**src/rtl/o_ddr_gearbox_pkg.sv**
```systemverilog
// o_ddr_gearbox_pkg: shared state enum, width limit and slice-counter width helper for o_ddr_gearbox
package o_ddr_gearbox_pkg;
  typedef enum logic {IDLE, SHIFT} state_t;
  localparam int O_DDR_GEARBOX_MAX_WIDTH = 16;
  function automatic int o_ddr_gearbox_cnt_w(input int width);
    return (width / 2 > 1) ? $clog2(width / 2) : 1;
  endfunction
endpackage

```
**src/rtl/o_ddr_gearbox_hold.sv**
```systemverilog
// o_ddr_gearbox_hold: one-word holding register (clk, rst, wr stores d and sets hold_v, clr drops hold_v; wr wins)
module o_ddr_gearbox_hold #(
  parameter int WIDTH = 8
) (
  input  logic             clk,
  input  logic             rst,
  input  logic             wr,
  input  logic             clr,
  input  logic [WIDTH-1:0] d,
  output logic [WIDTH-1:0] hold,
  output logic             hold_v
);
  always_ff @(posedge clk)
    if (rst) begin
      hold   <= '0;
      hold_v <= 1'b0;
    end else if (wr) begin
      hold   <= d;
      hold_v <= 1'b1;
    end else if (clr) begin
      hold_v <= 1'b0;
    end
endmodule

```
**src/rtl/o_ddr_gearbox.sv**
```systemverilog
// o_ddr_gearbox: WIDTH-bit D/D_VALID/D_READY words to LSB-first 2-bit Q/OE slices on C (sync reset R), UNDERRUN pulse; UNDERRUN_CNT[7:0] added with O_DDR_GEARBOX_UNDERRUN_CNT_EN
module o_ddr_gearbox
  import o_ddr_gearbox_pkg::*;
#(
  parameter int WIDTH = 8
) (
  input  logic             C,
  input  logic             R,
  input  logic [WIDTH-1:0] D,
  input  logic             D_VALID,
  output logic             D_READY,
  output logic [1:0]       Q,
  output logic             OE,
`ifdef O_DDR_GEARBOX_UNDERRUN_CNT_EN
  output logic             UNDERRUN,
  output logic [7:0]       UNDERRUN_CNT
`else
  output logic             UNDERRUN
`endif
);
  localparam int N  = WIDTH / 2;
  localparam int CW = o_ddr_gearbox_cnt_w(WIDTH);
  if (WIDTH % 2 != 0 || WIDTH < 2 || WIDTH > O_DDR_GEARBOX_MAX_WIDTH)
    $error("o_ddr_gearbox: WIDTH must be even and within 2..16");
  state_t           state, state_n;
  logic [WIDTH-1:0] sr, sr_n, hold;
  logic [CW-1:0]    cnt, cnt_n;
  logic             hold_v, accept, load, avail, und_n;
  assign D_READY = !hold_v && !R;
  assign accept  = D_VALID && D_READY;
  assign load    = state == IDLE || cnt == CW'(N - 1);
  assign avail   = hold_v || accept;
  assign Q       = sr[1:0];
  assign OE      = state == SHIFT;
  o_ddr_gearbox_hold #(.WIDTH(WIDTH)) u_hold (
    .clk   (C),
    .rst   (R),
    .wr    (accept && (!load || hold_v)),
    .clr   (load && hold_v),
    .d     (D),
    .hold  (hold),
    .hold_v(hold_v)
  );
  always_comb begin
    state_n = (load && !avail) ? IDLE : SHIFT;
    sr_n    = !load ? sr >> 2 : hold_v ? hold : accept ? D : '0;
    cnt_n   = load ? '0 : cnt + CW'(1);
    und_n   = load && !avail && state == SHIFT;
  end
  always_ff @(posedge C)
    if (R) begin
      state    <= IDLE;
      sr       <= '0;
      cnt      <= '0;
      UNDERRUN <= 1'b0;
    end else begin
      state    <= state_n;
      sr       <= sr_n;
      cnt      <= cnt_n;
      UNDERRUN <= und_n;
    end
`ifdef O_DDR_GEARBOX_UNDERRUN_CNT_EN
  always_ff @(posedge C)
    if (R) UNDERRUN_CNT <= '0;
    else if (UNDERRUN && UNDERRUN_CNT != 8'hFF) UNDERRUN_CNT <= UNDERRUN_CNT + 8'd1;
`endif
endmodule

```
**config.mk**
```make
export PLATFORM = sky130hd
export DESIGN_NAME = o_ddr_gearbox
export DESIGN_NICKNAME = d
export VERILOG_FILES = /design/src/rtl/o_ddr_gearbox_pkg.sv /design/src/rtl/o_ddr_gearbox_hold.sv /design/src/rtl/o_ddr_gearbox.sv
export SDC_FILE = /design/constraint.sdc
export NUM_CORES = 1
export LEC_CHECK = 0
export BUFFER_PORTS_ARGS = -buffer_cell sky130_fd_sc_hd__buf_2
export CAP_MARGIN = 0
export CORE_AREA = 2 2 48 46
export DETAILED_ROUTE_END_ITERATION = 10
export DIE_AREA = 0 0 50 48
export PLACE_DENSITY = 0.72
export SLEW_MARGIN = 5
export SYNTH_ARGS = -nofsm -noshare
export SYNTH_HDL_FRONTEND = slang
export SYNTH_HIERARCHICAL = 1
export SYNTH_SLANG_ARGS = --single-unit
```
**constraint.sdc**
```tcl
create_clock -name C -period 1.9 [get_ports C]
set_input_delay 0.095 -clock C [delete_from_list [all_inputs] [get_ports C]]
set_output_delay 0.095 -clock C [all_outputs]
set_load 0.05 [all_outputs]
```
After elaboration in Yosys (flattened, before gate mapping)
Cells that the tools add are included.
- add/sub/neg operators: 1
- multipliers: 0
- div/mod/pow operators: 0
- $lt $le $gt $ge: 0
- equality and inequality tests: 1
- shift operators: 0
- mux-type cells: 6
- bitwise logic cells: 2
- reductions and logical operators: 16
- operators by type and width (cell ; number):
    8-bit 2-to-1 mux ; 2
    1-bit logical AND ; 6
    6-bit 2-to-1 mux ; 1
    1-bit logical NOT ; 4
    2-bit OR reduction ; 2
    1-bit logical OR ; 3
    1-bit 2-to-1 mux ; 3
    2-bit by 1-bit adder with 2-bit output, second input constant ; 1
    2-bit equality test, second input constant ; 1
    1-bit NOT ; 2
    2-bit nonzero test ; 1
- bits in registers: 21
- latch bits: 0
- bits in writable memories: 0
- bits in read-only memories: 0
- bits of input ports: 11
- output and inout port bits: 5
- logic and storage cells: 33
- memories: 0

Logic depth before layout (Yosys ltp)
- depth after elaboration: 7
- mapped depth: 7
- gate-level depth less buffers: 5

Cells and area by module
The synthesis kept the hierarchy.
- modules (own cells, without submodules) (module ; instances ; cells each ; area each (sq um) ; seq. area each (sq um)):
    o_ddr_gearbox ; 1 ; 62 ; 621.8 ; 240.2
    o_ddr_gearbox_hold ; 1 ; 30 ; 321.6 ; 180.2

Least setup slack after synthesis
OpenSTA, ideal clock, no wires.
- path type: flip-flop to flip-flop
- from: register u_hold.hold_v
- to: register u_hold.hold[0]
- setup time: 117 ps
- arrival: 1776 ps
- required time: 1783 ps
- path slack: 7 ps
- stages on the path, launching flop included: 7
- path buffers: 2
- period minus slack after synthesis: 1893 ps
- cells stage by stage: dfxtp_1 buf_4 nor2_1 and3_1 buf_6 mux2i_1 nor2_1
- word-level cells in the longest chain between the ends: 4
- elaborated cells between the ends (all ways): 5
- those cells by class: reduce/logical: 5
- ends and longest elaborated chain (what ; RTL line ; text):
    start, declared ; o_ddr_gearbox_hold.sv:11 ; output logic hold_v
    start signal, assigned ; o_ddr_gearbox_hold.sv:16 ; hold_v <= 1'b0;
    start signal, assigned ; o_ddr_gearbox_hold.sv:19 ; hold_v <= 1'b1;
    start signal, assigned ; o_ddr_gearbox_hold.sv:21 ; hold_v <= 1'b0;
    1-bit logical NOT ; o_ddr_gearbox.sv:29 ; assign D_READY = !hold_v && !R;
    1-bit logical AND ; o_ddr_gearbox.sv:29 ;
    via D_READY ; o_ddr_gearbox.sv:11 ; output logic D_READY,
    1-bit logical AND ; o_ddr_gearbox.sv:30 ; assign accept = D_VALID && D_READY;
    1-bit logical AND ; o_ddr_gearbox.sv:38 ; .wr (accept && (!load || hold_v)),
    end signal, assigned ; o_ddr_gearbox_hold.sv:15 ; hold <= '0;
    end signal, assigned ; o_ddr_gearbox_hold.sv:18 ; hold <= d;
    end, declared ; o_ddr_gearbox_hold.sv:10 ; output logic [WIDTH-1:0] hold,
The timed path passes the listed nets, and every way through them passes these cells.
A chain may end at the register's enable or synchronous reset.

Worst setup path in the final report
- from: register cnt[0]
- to: register u_hold.hold[3]
- word-level cells in the longest chain between the ends: 5
- ends and longest elaborated chain (what ; RTL line ; text):
    start, declared ; o_ddr_gearbox.sv:27 ; logic [CW-1:0] cnt, cnt_n;
    start signal, assigned ; o_ddr_gearbox.sv:59 ; cnt <= cnt_n;
    2-bit equality test ; o_ddr_gearbox.sv:31 ; assign load = state == IDLE || cnt == CW'(N - 1);
    1-bit logical OR ; o_ddr_gearbox.sv:31 ;
    1-bit logical NOT ; - ;
    1-bit logical OR ; o_ddr_gearbox.sv:38 ;
    1-bit logical AND ; o_ddr_gearbox.sv:38 ;
No other way between the ends.

==> results.yml <==
run_status:
  status: "finished, final reports clean"
floorplanning:
  chipWidth_um: 50
  row_count: 15
  initial_core_util_pct: 50.8
  ios: 16
  dieArea_sq_um: 2400
  core-area_sq_um: 1860
  die-height_um: 48
grt:
  first_global_vias: 618
  grt_first_pass_wirelength_mm: 2.64
  grt_max_degree: 27
  overflow: 0
  grt_antenna_before_repair: 0
  track_usage_pct: 15.2
setup_path:
  r2r_setup_slack_ps: 210
  end_kind: "flop"
  critPathMaxStageDelay_ps: 490
  start_kind: "flop"
  path_class: "flop to flop"
  cp_max_fo: 9
  crit_required_ps: 2100
  cp_slowest_cell: "and3_1"
  timing.rr.end: "u_hold/hold[3]"
  worstPathCellList: "ha_1, and2b_2, and3_1, mux2i_1, nor2_1"
  crit_family: "simple AND/OR/NAND/NOR gates"
  cp.arrival_ps: 1890
  reg2regPathDepth: 5
  rr_startpoint: "cnt[0]"
  cp_num_buf_inv: 0
timing:
  fmax_ghz: 0.593
  slew_headroom_pct: 65.3
  finalSetupViolCount: 0
  period_share_pct: 88.8
  setup_tns_ps: 0
  finalHoldViolCount: 0
  final-max-slew-violation-count: 0
  worst_pin_slew_ps: 521
  fin_crit_ps: 1690
  fin_worst_skew_ps: 11.8
  rsz0062_at_grt: "false"
routing:
  ant_nets: 0
  drc: 0
  wl_mm: 1.61
  wl_per_cell_um: 12.4
  vias: 711
  vias_per_cell: 5.51
  drt_iter0_drc: 5
  first_pass_iters: 4
hold_path:
  min_from: "D[4]"
  hold_class: "input pin to flop"
  hold_depth: 3
  holdPathEnd: "u_hold/hold[4]"
final_layout:
  drive_gt1_share_pct: 26.9
  layout.nets: 117
  areaGrowthSynthToFinish_pct: 8.89
  diodes: 0
  layout_commonest_cell: "dfxtp_1"
  final_cell_mix: "dfxtp_1, buf_2, nor2_1, nand2_1, mux2i_1"
  design_area_sq_um: 1030
synth:
  synth_cells: 92
  synth_area_leader_cell: "dfxtp_1"
  synth_xor_area_share_pct: 0
  synth_seq_area_share_pct: 44.6
  synth-seq-cells: 21
  synth_compound_area_share_pct: 8.22
  synth_top_family_by_area: "simple AND/OR/NAND/NOR gates"
  synth_top_area_share_pct: 44.6
  synth_area_sq_um: 943
  yosys.area_share.simple_pct: 28.2
  synth_fa_ha_area_share_pct: 1.33
  synthMuxAreaShare_pct: 8.49
  yosysUniqueCellTypes: 25
  yosysWarnings: 6
  syn_nets: 104
  syn-mean-instance-area_sq_um: 10.3
  synth.area.top_cells: "dfxtp_1, mux2i_1, nand4bb_1"
clock_network:
  cts_tree: "built"
  clk_latency_ps: 310
  path_clk_slew_ps: 130
  cts_root_buf: "clkbuf_4"
  cts.sinks: 21
  holdBufCountCts: 0
  postCtsSetupRepairBufs: 0
  h-tree-depth: 1
  cts_buffers: 3
  clk_path_buf_depth: 2
  cts.repair.resized: 0
placement:
  placed_area_sq_um: 997
  place_congestion: 0.803
  hpwl_mm: 1.13
  io_buffers: 15
power_and_ir_drop:
  power.density_nw_per_um2: 791
  p_leak_uw: 0.000384
  p_clk_share_pct: 27.4
  ir_drop_uv: 485
  p_int_uw: 589
  swShare_pct: 27.4
  switchingPower_uw: 223
  comb_power_share_pct: 15.1
  p_seq_share_pct: 57.6
run:
  drv_cap: 0
==> per-layer routing <==
| metal | GRT usage [%] | wire length (um) | part of all wire [%] |
|---|---|---|---|
| met1 | 15.4 | 719 | 45 |
| met2 | 27.6 | 759 | 47 |
| met3 | 5.94 | 101 | 6.3 |
| met4 | 8.89 | 25 | 1.6 |
| met5 | 0 | 0 | 0 |
==> cell usage after synthesis (all sizes together) <==
cell / number
a211oi: 2
a21oi: 2
a311oi: 6
and2: 1
and2b: 1
and3: 1
and4b: 1
buf: 9
clkbuf: 2
dfxtp: 21
ha: 1
inv: 1
mux2i: 8
nand2: 8
nand2b: 2
nand3b: 2
nand4bb: 6
nor2: 10
nor3: 1
nor3b: 7
==> worst min-delay path: cells and delay by family <==
family                 cells  cell delay, ps
muxes                      1              60
and+or+nand+nor            1              70
buffers and inverters      1              90
==> power groups by stage <==
stage / logic [uW] / clock network [uW] / registers, uW
final: 122 / 222 / 468
after global placement: 121 / 0 / 477
after global routing: 132 / 253 / 470
after CTS: 122 / 229 / 468
after detailed placement: 122 / 0 / 478
after floorplan: 91.5 / 0 / 485
==> worst max path at each step <==
stage / start / to / slack [ps] / cells past startpoint
finish: cnt[0] / u_hold/hold[3] / 210 / 5
floorplan: u_hold/hold_v / u_hold/hold[0] / 7 / 6
global route: cnt[0] / u_hold/hold[3] / 110 / 5
global placement: cnt[0] / u_hold/hold[2] / 300 / 5
detailed placement: cnt[0] / u_hold/hold[1] / 250 / 5
CTS: cnt[0] / u_hold/hold[3] / 200 / 5
==> layout make-up <==
class,count,area (sq um)
fill,174,831
multi-input combinational,59,437
sequential,21,420
timing repair buffer,19,105
tap,25,31.3
clock buffer,3,22.5
clock inverter,1,7.51
inverter,1,3.75
==> registers in the layout, summed over array words and instances (netlist names) <==
| signal | flops |
|---|---|
| u_hold/hold | 8 |
| cnt | 2 |
| u_hold/hold_v | 1 |
| OE | 1 |
| UNDERRUN | 1 |
| sr | 8 |
==> per-stage QoR <==
stage | hold slack (ps) | utilization [%] | total power (uW) | worst slack, ps | std cells
CTS | 18.1 | 55.3 | 820 | 205 | 129
floorplan | 242 | - | 576 | 6.62 | 92
global placement | 353 | 53.7 | 599 | 300 | 125
finish | 24.1 | 55.3 | 812 | 214 | 129
global route | 13.1 | 55.3 | 854 | 113 | 129
detailed placement | 357 | 53.7 | 600 | 254 | 125
==> logic make-up after synthesis <==
kind of cell,count (synthesis)
and+or+nand+nor,40
AOI/OAI and AO/OA,10
buffers and inverters,12
muxes,8
adders and majority gates,1
DFF,21
(Power assumes the default switching activity.)
